`src/rtl/result_packer.sv`:
```
// Write-back packer: pairs PE results into words (low half first), tags each
// row's final word, and queues the words for the AXI write side.
module result_packer #(
  parameter int unsigned DATA_WIDTH = 16,
  parameter int unsigned DEPTH      = 8
) (
  input  logic                      clk,
  input  logic                      rst,
  input  logic                      in_vld,
  output logic                      in_rdy,
  input  logic [DATA_WIDTH-1:0]     data_in,
  input  logic [4:0]                row_len,
  output logic [2*DATA_WIDTH-1:0]   out_data,
  output logic                      out_vld,
  input  logic                      out_rdy,
  output logic                      out_last,
  output logic                      row_done,
  output logic [$clog2(DEPTH):0]    fill_level
);

  localparam int unsigned WW = 2 * DATA_WIDTH;
  localparam int unsigned EW = WW + 1;
  localparam int unsigned AW = $clog2(DEPTH);
  localparam int unsigned CW = AW + 1;

  typedef enum logic {
    ST_LOW,
    ST_HIGH
  } state_e;

  state_e                state_q, state_d;
  logic [DATA_WIDTH-1:0] half_q, half_d;
  logic [5:0]            cnt_q, cnt_d;
  logic [5:0]            len_q, len_d;
  logic [5:0]            cur_len;
  logic                  rdy_en_q;
  logic                  row_done_q;
  logic [CW-1:0]         count_q;
  logic [AW-1:0]         wr_ptr_q, rd_ptr_q;
  logic [EW-1:0]         mem [DEPTH];
  logic [EW-1:0]         head;

  logic                  full, empty, accept, pop;
  logic                  push, push_last, row_end;
  logic [WW-1:0]         push_word;

  assign full   = (count_q == CW'(DEPTH));
  assign empty  = (count_q == '0);
  assign in_rdy = rdy_en_q && !full;
  assign accept = in_vld && in_rdy;
  assign pop    = !empty && out_rdy;

  // Packer next-state: row length is latched from the live input on a row's first element.
  always_comb begin
    state_d   = state_q;
    half_d    = half_q;
    cnt_d     = cnt_q;
    len_d     = len_q;
    cur_len   = len_q;
    push      = 1'b0;
    push_last = 1'b0;
    push_word = '0;
    row_end   = 1'b0;
    if (cnt_q == 6'd0) begin
      cur_len = (row_len == 5'd0) ? 6'd32 : {1'b0, row_len};
    end
    if (accept) begin
      len_d   = cur_len;
      row_end = ((cnt_q + 6'd1) == cur_len);
      cnt_d   = row_end ? 6'd0 : cnt_q + 6'd1;
      case (state_q)
        ST_LOW: begin
          if (row_end) begin
            push      = 1'b1;
            push_last = 1'b1;
            push_word = {{DATA_WIDTH{1'b0}}, data_in};
          end else begin
            half_d  = data_in;
            state_d = ST_HIGH;
          end
        end
        ST_HIGH: begin
          push      = 1'b1;
          push_last = row_end;
          push_word = {data_in, half_q};
          state_d   = ST_LOW;
        end
        default: state_d = ST_LOW;
      endcase
    end
  end

  always_ff @(posedge clk or posedge rst) begin
    if (rst) begin
      state_q    <= ST_LOW;
      half_q     <= '0;
      cnt_q      <= '0;
      len_q      <= '0;
      rdy_en_q   <= 1'b0;
      row_done_q <= 1'b0;
    end else begin
      state_q    <= state_d;
      half_q     <= half_d;
      cnt_q      <= cnt_d;
      len_q      <= len_d;
      rdy_en_q   <= 1'b1;
      row_done_q <= accept && row_end;
    end
  end

  // FIFO bookkeeping; push can never meet a full FIFO because accept requires !full.
  always_ff @(posedge clk or posedge rst) begin
    if (rst) begin
      count_q  <= '0;
      wr_ptr_q <= '0;
      rd_ptr_q <= '0;
    end else begin
      count_q <= count_q + CW'(push) - CW'(pop);
      if (push) wr_ptr_q <= wr_ptr_q + AW'(1);
      if (pop)  rd_ptr_q <= rd_ptr_q + AW'(1);
    end
  end

  always_ff @(posedge clk) begin
    if (push) mem[wr_ptr_q] <= {push_last, push_word};
  end

  assign head       = mem[rd_ptr_q];
  assign out_vld    = !empty;
  assign out_data   = empty ? '0 : head[WW-1:0];
  assign out_last   = !empty && head[WW];
  assign row_done   = row_done_q;
  assign fill_level = count_q;

endmodule

```
`config.mk`:
```
export PLATFORM = sky130hd
export DESIGN_NAME = result_packer
export DESIGN_NICKNAME = d
export VERILOG_FILES = /design/src/rtl/result_packer.sv
export SDC_FILE = /design/constraint.sdc
export NUM_CORES = 1
export LEC_CHECK = 0
export BUFFER_PORTS_ARGS = -buffer_cell sky130_fd_sc_hd__buf_2
export CORE_MARGIN = 8
export CORE_UTILIZATION = 30
export DETAILED_ROUTE_END_ITERATION = 7
export PLACE_DENSITY = 0.45
export SYNTH_ARGS = -nofsm -noshare
export SYNTH_HDL_FRONTEND = slang
export SYNTH_SLANG_ARGS = --single-unit
```
`constraint.sdc`:
```
create_clock -name clk -period 6.8 [get_ports clk]
set_clock_uncertainty 0.05 [all_clocks]
set_input_delay 0.68 -clock clk [delete_from_list [all_inputs] [get_ports clk]]
set_output_delay 0.68 -clock clk [all_outputs]
set_load 0.05 [all_outputs]
```
==> run_results.csv, run 1 <==
group,metric,value,unit
logic_synthesis,synth.area.top_cells,"sky130_fd_sc_hd__edfxtp_1 62%, sky130_fd_sc_hd__mux4_2 12%, sky130_fd_sc_hd__dfrtp_1 8.0%, sky130_fd_sc_hd__mux2i_1 2.6%, sky130_fd_sc_hd__nand3_1 1.2%",
pwr,power.leakage,5.219,nW
detailed_routing,firstDrtPassIters,5,
cts,cts_root_buffer,"sky130_fd_sc_hd__clkbuf_16",
global_route,globalRouteMet1Util,0.1671,
global_route,globalRouteTotalUtil,0.1211,
flow_run,maxCapViolations,0,
logic_synthesis,synth_cells,726,
global_route,via_count_of_the_first_global_routing_pass,7383,
outcome,run_status,"finished, final reports clean",
global_route,grt_overflow_total,0,
cts,cts_max_level,2,
die,initial_core_util,0.3041,
sta,final.min_clock_period,4.260,ns
logic_synthesis,yosys_warnings,0,
die,coreArea,0.04195,sq mm
sta,fin_hold_viols,0,
setup_path,setup.worst_path.start_class,"flip-flop",
global_route,antenna_found_initial,0,
detailed_routing,wl_per_cell,22.11,microns
sta,tightestPinTransition,1.098,ns
setup_path,regToRegSetupSlack,2.54,ns
global_route,gr-usage-met2,0.1981,
final_layout,final_nets,841,
logic_synthesis,ys_types,59,
detailed_routing,drc,0,
detailed_routing,drt-vias-per-instance,4.964,
logic_synthesis,synth-main-ff-cell,"sky130_fd_sc_hd__edfxtp_1",
final_layout,n_fill_cell,3961,
min_path,worstHoldPathType,"in -> async",
final_layout,syn2layout_area_growth,17.05,%
die,core.rowCount,75,
die,floorplan.die.height,222.2,microns
sta,totalNegativeSetupSlack,0,ns
pwr,power_per_cell_area,466.2,mW/mm^2
setup_path,ff2ff_path_depth,9,
global_route,grt_start_max_net_pins,64,
detailed_routing,routed_wl,30330,microns
setup_path,path_max_fanout,21,
logic_synthesis,postSynthRegisterBits,305,
logic_synthesis,synth_area_per_cell,17.57,sq um
sta,grt_setup_unrepaired,"false",
cts,cts_hold_repair.buffers,0,
setup_path,critPathLaunch,"cnt_q[0]",
final_layout,design_area_final,0.01493,sq mm
setup_path,worstReg2RegStart,"cnt_q[0]",
place,routabilityCongestion,0.7589,
sta,number_of_endpoints_failing_setup_at_the_final_stage,0,
cts,insertion_delay,0.50,ns
logic_synthesis,async_reset_ff_frac,0.1344,
logic_synthesis,netlist_top_cells_count,"264 x sky130_fd_sc_hd__edfxtp_1, 66 x sky130_fd_sc_hd__mux4_2, 41 x sky130_fd_sc_hd__dfrtp_1",
sta,hold_slack,0.3408,ns
setup_path,required,6.91,ns
final_layout,final_cells,1372,
sta,max_slew_margin,0.2601,
place,dp_hpwl,17670,microns
cts,clock-sinks,305,
sta,final-max-slew-violation-count,0,
logic_synthesis,syn-num-nets,762,
setup_path,critPathKind,"reg -> reg",
place,numPlacedInstances,1306,
die,die_area,0.04938,sq mm
setup_path,worst_setup_path_end_kind,"flip-flop",
final_layout,layout-drive-gt1-share,0.2921,
logic_synthesis,post-synth-top-count-cell,"sky130_fd_sc_hd__edfxtp_1",
cts,clk_transition_reported_paths,0.06,ns
logic_synthesis,synthDominantAreaCellType,"sky130_fd_sc_hd__edfxtp_1",
setup_path,worst_r2r_endpoint,"mem[4][27]",
detailed_routing,antenna_violating_nets_post_route,0,
cts,cts.path.max_buffers,3,
logic_synthesis,synth_enable_flop_cells,264,
setup_path,crit_path_dat,4.37,ns
place,port_buffers,64,
die,floorplan.die.width,222.2,microns
detailed_routing,number_of_violations_reported_at_the_end_of_detailed_routing_iteration_0,343,
cts,cts_buf_count,36,
logic_synthesis,synth.yosys.seq_area_share,0.7019,
cts,cts_resized,0,
place,place_area,0.01381,sq mm
pwr,vdd_ir_drop_max,0.2625,mV
global_route,grt.busiest_layer,"met2",
sta,achievable-frequency,234.7,MHz
die,io_pins,65,
logic_synthesis,synthesis.area,0.01276,sq mm
logic_synthesis,synth_largest_type_area_fraction,0.6215,
detailed_routing,detailroute.via_count,6810,
sta,period_utilization_post_route,0.6265,
global_route,grt_pass1_wl,46200,microns
cts,postCtsSetupBuffers,0,
global_route,grt.met3_usage,0.02068,
cts,cts_tree,"done",
-- per-stage QoR --
| step | setup WS [ns] | utilization | power [mW] |
|---|---|---|---|
| after detailed placement | 2.398 | 0.3293 | 5.248 |
| final | 2.540 | 0.3559 | 6.961 |
| after CTS | 2.400 | 0.3559 | 7.092 |
| after global routing | 2.205 | 0.3559 | 7.324 |
| after global placement | 2.542 | 0.3293 | 5.238 |
| after floorplan | 0.6626 | - | 4.542 |
-- layer usage --
metal / up-vias / wire length (microns)
met1: 3584 / 14400
met3: 36 / 1202
met2: 141 / 14290
met5: - / 0
met4: 0 / 437
li1: 3049 / -
-- placed cells by master (no fill, tap or decap), types with 7 or more instances in the layout --
| cell type | count |
|---|---|
| sky130_fd_sc_hd__ha_1 | 10 |
| sky130_fd_sc_hd__and3_1 | 20 |
| sky130_fd_sc_hd__mux4_2 | 66 |
| sky130_fd_sc_hd__clkbuf_16 | 36 |
| sky130_fd_sc_hd__dfrtp_1 | 38 |
| sky130_fd_sc_hd__clkbuf_1 | 14 |
| sky130_fd_sc_hd__o22ai_2 | 10 |
| sky130_fd_sc_hd__buf_2 | 64 |
| sky130_fd_sc_hd__inv_1 | 27 |
| sky130_fd_sc_hd__mux2i_1 | 33 |
| sky130_fd_sc_hd__nand2_1 | 12 |
| sky130_fd_sc_hd__buf_4 | 23 |
| sky130_fd_sc_hd__edfxtp_1 | 264 |
| sky130_fd_sc_hd__o22ai_1 | 7 |
| sky130_fd_sc_hd__nand3_1 | 31 |
| sky130_fd_sc_hd__nor2_1 | 37 |
| sky130_fd_sc_hd__nand3b_1 | 16 |
| sky130_fd_sc_hd__o21ai_0 | 24 |
-- power by group --
part           switching [mW]  internal [mW]  total (mW)
clock network           0.739           1.08        1.82
logic                    1.77          0.920        2.69
registers               0.196           2.25        2.45
-- area by class of cell --
class,instances,area [sq um],share of cell area
sequential,305,8960,0.6001
tap,539,674.4,0.04517
timing repair buffer,87,493.0,0.03302
clock buffer,52,980.9,0.06570
multi-input combinational,346,3576,0.2395
inverter,29,108.9,0.007291
antenna,1,2.502,0.0001676
clock inverter,13,135.1,0.009051
-- kinds of logic after synthesis --
logic type | Yosys count | synth area share
flops | 305 | 0.7019
mux | 105 | 0.1477
xor+xnor | 7 | 0.004806
other cells | 1 | 0.0002940
fa+ha+maj | 11 | 0.01138
simple gates | 148 | 0.06582
compound gates | 74 | 0.04434
buf+inv | 75 | 0.02374
-- worst max path at each step --
stage	endpoint	cells after the start
finish	mem[4][27]	9
global route	mem[4][27]	9
detailed placement	mem[4][13]	9
global placement	mem[4][22]	9
CTS	mem[4][27]	9
floorplan	mem[0][0]	8
-- flip-flops by register name (all words and copies together) (netlist names) --
signal and flops:
rd_ptr_q 3, fill_level 4, mem 264, rdy_en_q 1
half_q 16, len_q 6, wr_ptr_q 3, row_done 1
state_q 1, cnt_q 6
-- critical path, cell delays in order (launching register included) --
cell,delay (ns)
sky130_fd_sc_hd__dfrtp_1,0.42
sky130_fd_sc_hd__inv_1,0.11
sky130_fd_sc_hd__ha_1,0.20
sky130_fd_sc_hd__or4b_4,0.52
sky130_fd_sc_hd__o21ai_1,0.18
sky130_fd_sc_hd__nand3_1,0.16
sky130_fd_sc_hd__a211oi_4,0.45
sky130_fd_sc_hd__a31oi_2,0.36
sky130_fd_sc_hd__nor4_2,0.93
sky130_fd_sc_hd__buf_4,0.51
Power figures use the tool's default switching activity.
==> run 2: changes to the inputs <==
PLACE_DENSITY = 0.46   (was 0.45)
clock period = 3.6 ns   (was 6.8 ns; I/O delays follow)
==> run_results.csv, run 2 (synthesis gave the netlist of run 1 again) <==
group,metric,value,unit
cts,cts_root_buffer,"sky130_fd_sc_hd__clkbuf_16",
cts,cts_hold_repair.buffers,0,
detailed_routing,number_of_violations_reported_at_the_end_of_detailed_routing_iteration_0,299,
die,core.rowCount,75,
place,dp_hpwl,18800,microns
sta,final.min_clock_period,3.420,ns
flow_run,maxCapViolations,0,
final_layout,largest_registers,"mem x264, half_q x16",
die,floorplan.die.width,222.2,microns
pwr,power_per_cell_area,874.3,mW/mm^2
detailed_routing,firstDrtPassIters,4,
sta,period_utilization_post_route,0.9501,
cts,cts.path.max_buffers,3,
setup_path,worst_path_cell_trace,"inv_2 > ha_4 > or4b_4 > o21ai_2 > nand3_2 > a211o_1 > nor3_2 > o21ai_0 > ha_1 > inv_1 > ha_1 > fa_1 > xor2_1",
sta,grt_setup_unrepaired,"false",
global_route,globalRouteTotalUtil,0.1235,
global_route,via_count_of_the_first_global_routing_pass,7379,
place,placement.setup.worst_slack,0.1714,ns
final_layout,syn2layout_area_growth,20.29,%
die,io_pins,65,
place,routabilityCongestion,0.7607,
final_layout,final_cells,1398,
pwr,power.leakage,5.411,nW
die,initial_core_util,0.3041,
die,coreArea,0.04195,sq mm
place,numPlacedInstances,1336,
final_layout,largest_register_ff_count,264,
cts,insertion_delay,0.51,ns
sta,setup_ws,0.1796,ns
setup_path,path_common_cell,"sky130_fd_sc_hd__ha_1",
setup_path,worstReg2RegStart,"cnt_q[0]",
setup_path,critPathBufInv,2,
cts,clk_transition_reported_paths,0.06,ns
setup_path,worst_setup_path_end_kind,"flip-flop",
pwr,power.total,13.42,mW
detailed_routing,detailroute.via_count,6836,
cts,cts_max_level,2,
final_layout,regMostFlops,"mem",
cts,clock-sinks,305,
cts,postCtsSetupBuffers,0,
setup_path,path_max_fanout,5,
setup_path,regToRegSetupSlack,0.18,ns
cts,cts_resized,0,
global_route,grt_pass1_wl,47040,microns
setup_path,required,3.93,ns
sta,final-max-slew-violation-count,0,
detailed_routing,antenna_violating_nets_post_route,0,
min_path,worstHoldPathType,"in -> async",
global_route,grt_overflow_total,0,
global_route,antenna_found_initial,1,
sta,max_slew_margin,0.3522,
setup_path,critical_path.max_stage_delay,0.52,ns
place,port_buffers,64,
final_layout,final_core_utilization,0.3658,
setup_path,ff2ff_path_depth,13,
outcome,run_status,"finished, final reports clean",
sta,achievable-frequency,292.4,MHz
detailed_routing,drt-vias-per-instance,4.890,
setup_path,critPathKind,"reg -> reg",
sta,hold_slack,0.03689,ns
final_layout,final_common_cell,"sky130_fd_sc_hd__edfxtp_1",
detailed_routing,drc,0,
setup_path,path_delay_family,"adder cells",
final_layout,final_nets,870,
final_layout,most-common-layout-cells,"264 x sky130_fd_sc_hd__edfxtp_1, 66 x sky130_fd_sc_hd__mux4_2, 64 x sky130_fd_sc_hd__buf_2, 41 x sky130_fd_sc_hd__buf_4, 37 x sky130_fd_sc_hd__nor2_1",
setup_path,worstSetupPathDepth,13,
setup_path,worst_r2r_endpoint,"fill_level[2]",
setup_path,crit_path_dat,3.75,ns
sta,number_of_endpoints_failing_setup_at_the_final_stage,0,
global_route,grt_start_max_net_pins,61,
die,floorplan.die.height,222.2,microns
pwr,vdd_ir_drop_max,0.4141,mV
setup_path,setup.worst_path.start_class,"flip-flop",
detailed_routing,routed_wl,30570,microns
cts,cts_tree,"done",
sta,tightestPinTransition,0.9703,ns
setup_path,crit_path_top_delay_cell,"sky130_fd_sc_hd__or4b_4",
final_layout,layout-drive-gt1-share,0.3193,
detailed_routing,wl_per_cell,21.86,microns
die,die_area,0.04938,sq mm
cts,cts_buf_count,35,
sta,fin_hold_viols,0,
==> run 2: changes by cell type in the layout (fill, tap and decap cells not counted), sizes merged <==
cell      delta
clkinv       +3
buf         +30
inv          -1
clkbuf       -5
clkinvlp     -1
==> run 2: metrics by stage <==
stage,area [sq um],TNS (ns)
global placement,14280,0
floorplan,12890,-32.06
detailed placement,14280,0
CTS,15340,0
global route,15340,0
finish,15340,0
==> run 2: how the worst max path moves through the flow <==
stage / to / slack [ns] / startpoint
CTS: fill_level[2] / 0.15 / cnt_q[0]
global placement: fill_level[2] / 0.22 / cnt_q[0]
global route: fill_level[2] / 0.0006 / cnt_q[0]
finish: fill_level[2] / 0.18 / cnt_q[0]
detailed placement: fill_level[2] / 0.17 / cnt_q[0]
floorplan: mem[0][0] / -0.26 / cnt_q[0]
==> run 2: power by group <==
part	switching, mW	internal, mW
combinational	3.47	1.99
clock	1.36	1.94
sequential	0.396	4.25
==> run 2: layout make-up <==
| cell class | count | area, sq um |
|---|---|---|
| antenna | 1 | 2.502 |
| sequential | 305 | 8962 |
| timing repair buffer | 117 | 868.3 |
| clock inverter | 14 | 140.1 |
| inverter | 29 | 108.9 |
| multi-input combinational | 346 | 3667 |
| clock buffer | 47 | 920.9 |
| fill | 3952 | 26600 |
| tap | 539 | 674.4 |
==> run 2: worst reg2reg max path: stages, from the launching register on <==
cell and delay [ns]:
sky130_fd_sc_hd__dfrtp_1 0.43, sky130_fd_sc_hd__inv_2 0.11, sky130_fd_sc_hd__ha_4 0.13, sky130_fd_sc_hd__or4b_4 0.52, sky130_fd_sc_hd__o21ai_2 0.19, sky130_fd_sc_hd__nand3_2 0.12
sky130_fd_sc_hd__a211o_1 0.31, sky130_fd_sc_hd__nor3_2 0.21, sky130_fd_sc_hd__o21ai_0 0.14, sky130_fd_sc_hd__ha_1 0.30, sky130_fd_sc_hd__inv_1 0.04, sky130_fd_sc_hd__ha_1 0.20
sky130_fd_sc_hd__fa_1 0.41, sky130_fd_sc_hd__xor2_1 0.15
==> run 2: routing by layer <==
layer	routed length, microns	vias to the layer above	track usage
li1	-	3113	-
met1	14350	3563	0.1696
met2	14630	120	0.2021
met3	1169	38	0.02292
met4	403	2	0.02694
met5	13	-	0
==> run 3: changes to the inputs <==
BUFFER_PORTS_ARGS = default   (was -buffer_cell sky130_fd_sc_hd__buf_2)
DONT_BUFFER_PORTS = 1   (was default)
PLACE_DENSITY = 0.45   (was 0.46)
REMOVE_ABC_BUFFERS = 1   (was default)
==> run_results.csv, run 3 (synthesis gave the netlist of run 1 again) <==
group,metric,value,unit
die,initial_core_util,0.3041,
place,dp_hpwl,17710,microns
final_layout,regArea,0.008961,sq mm
setup_path,worst_r2r_endpoint,"mem[0][27]",
sta,setup_ws,0.1170,ns
setup_path,critPathLaunch,"cnt_q[1]",
cts,cts_tree,"done",
final_layout,largest_registers,"mem x264, half_q x16",
cts,cts_buf_count,34,
final_layout,multi_input_area,0.003601,sq mm
sta,period_utilization_post_route,0.9675,
cts,clk_transition_reported_paths,0.06,ns
pwr,power.leakage,5.350,nW
setup_path,worst_setup_path_end_kind,"flip-flop",
pwr,vdd_ir_drop_max,0.5048,mV
final_layout,final_common_cell,"sky130_fd_sc_hd__edfxtp_1",
detailed_routing,wl_per_cell,22.47,microns
place,numPlacedInstances,1299,
min_path,min_path_cells,2,
detailed_routing,firstDrtPassIters,5,
final_layout,final_cells,1374,
detailed_routing,antenna_violating_nets_post_route,0,
sta,grt_setup_unrepaired,"true",
cts,cts_max_level,2,
setup_path,regToRegSetupSlack,0.12,ns
global_route,via_count_of_the_first_global_routing_pass,7582,
final_layout,syn2layout_area_growth,20.07,%
global_route,grt_pass1_wl,47330,microns
global_route,antenna_found_initial,0,
setup_path,worstReg2RegStart,"cnt_q[1]",
flow_run,maxCapViolations,0,
setup_path,critPathKind,"reg -> reg",
setup_path,setup.worst_path.start_class,"flip-flop",
setup_path,required,3.74,ns
detailed_routing,routed_wl,30870,microns
setup_path,crit_path_top_delay_cell,"sky130_fd_sc_hd__or4b_4",
global_route,grt_start_max_net_pins,53,
final_layout,most-common-layout-cells,"264 x sky130_fd_sc_hd__edfxtp_1, 71 x sky130_fd_sc_hd__buf_4, 66 x sky130_fd_sc_hd__mux4_2, 37 x sky130_fd_sc_hd__nor2_1, 37 x sky130_fd_sc_hd__dfrtp_1",
die,floorplan.die.width,222.2,microns
detailed_routing,drc,0,
setup_path,path_delay_family,"simple AND/OR/NAND/NOR gates",
min_path,worstHoldStart,"data_in[6]",
cts,cts_root_buffer,"sky130_fd_sc_hd__clkbuf_16",
final_layout,final_core_utilization,0.3651,
sta,achievable-frequency,287.1,MHz
setup_path,critPathBufInv,3,
final_layout,layout-drive-gt1-share,0.2946,
detailed_routing,drt-vias-per-instance,4.983,
detailed_routing,number_of_violations_reported_at_the_end_of_detailed_routing_iteration_0,470,
place,placement.setup.worst_slack,0.04081,ns
global_route,grt_overflow_total,0,
setup_path,worst_path_cell_trace,"inv_1 > ha_2 > or4b_4 > nor4_4 > a211o_1 > buf_4 > and4_4 > a31oi_2 > nor4b_2 > buf_12",
setup_path,critical_path.max_stage_delay,0.52,ns
die,core.rowCount,75,
die,floorplan.die.height,222.2,microns
setup_path,ff2ff_path_depth,10,
die,coreArea,0.04195,sq mm
final_layout,n_antenna_cell,0,
pwr,power.total,13.56,mW
global_route,globalRouteTotalUtil,0.1248,
sta,final-max-slew-violation-count,0,
final_layout,regMostFlops,"mem",
sta,fin_hold_viols,0,
setup_path,path_max_fanout,29,
cts,insertion_delay,0.50,ns
min_path,whs_endpoint,"half_q[6]",
min_path,worstHoldPathType,"in -> reg",
sta,final.min_clock_period,3.483,ns
final_layout,n_fill_cell,3891,
detailed_routing,detailroute.via_count,6847,
place,routabilityCongestion,0.7632,
sta,number_of_endpoints_failing_setup_at_the_final_stage,0,
pwr,power_per_cell_area,885.5,mW/mm^2
die,die_area,0.04938,sq mm
die,io_pins,65,
place,port_buffers,0,
sta,totalNegativeSetupSlack,0,ns
sta,tightestPinTransition,1.033,ns
cts,clock-sinks,305,
final_layout,largest_register_ff_count,264,
outcome,run_status,"finished, final reports clean",
sta,max_slew_margin,0.3100,
setup_path,crit_path_dat,3.62,ns
cts,cts.path.max_buffers,3,
final_layout,final_nets,846,
-- run 3: cell type report --
class | count | share of cell area
Timing Repair Buffer | 94 | 0.05833
Multi-Input combinational cell | 346 | 0.2351
Sequential cell | 305 | 0.5851
Clock buffer | 45 | 0.06029
Tap cell | 539 | 0.04403
Clock inverter | 16 | 0.01005
Inverter | 29 | 0.007107
-- run 3: worst reg2reg max path, delay by kind of cell, from the launching register on --
family                   cells  cell delay (ns)
AO/OA/AOI/OAI                2             0.44
adder cells (fa/ha/maj)      1             0.18
buffers and inverters        3             0.50
flip-flops                   1             0.39
AND/OR/NAND/NOR              4             1.59
-- run 3: worst max-delay path by stage --
| stage | endpoint | slack [ns] | cells past startpoint |
|---|---|---|---|
| floorplan | mem[0][0] | -2.55 | 8 |
| global placement | fill_level[2] | 0.16 | 13 |
| detailed placement | fill_level[2] | 0.04 | 13 |
| CTS | fill_level[2] | 0.05 | 13 |
| global route | mem[3][0] | -0.05 | 11 |
| finish | mem[0][27] | 0.12 | 10 |
-- run 3: what timing repair did --
action / 4_1_cts / 5_1_grt
setup buffers: 0 / 4
hold buffers: 10 / 0
gates resized for setup: 0 / 9
endpoints found under the setup margin: 0 / 11
hold endpoints to repair: 51 / 0
-- run 3: power breakdown --
group	internal, mW	total [mW]	switching, mW
combinational	2.13	5.59	3.46
sequential	4.25	4.61	0.363
clock	2.02	3.36	1.34
-- run 3: metal layers --
| metal | share of wire | global-route usage | wire length (microns) |
|---|---|---|---|
| met5 | 0 | 0 | 0 |
| met4 | 0.017 | 0.02929 | 537 |
| met3 | 0.051 | 0.02990 | 1589 |
| met2 | 0.49 | 0.2119 | 15080 |
| met1 | 0.44 | 0.1597 | 13670 |
-- run 3: through the flow --
stage,area [sq um],hold WS [ns]
detailed placement,14080,0.4302
global route,15320,0.01555
CTS,15260,0.0009209
finish,15320,0.02278
global placement,14080,0.4200
floorplan,12560,0.3920
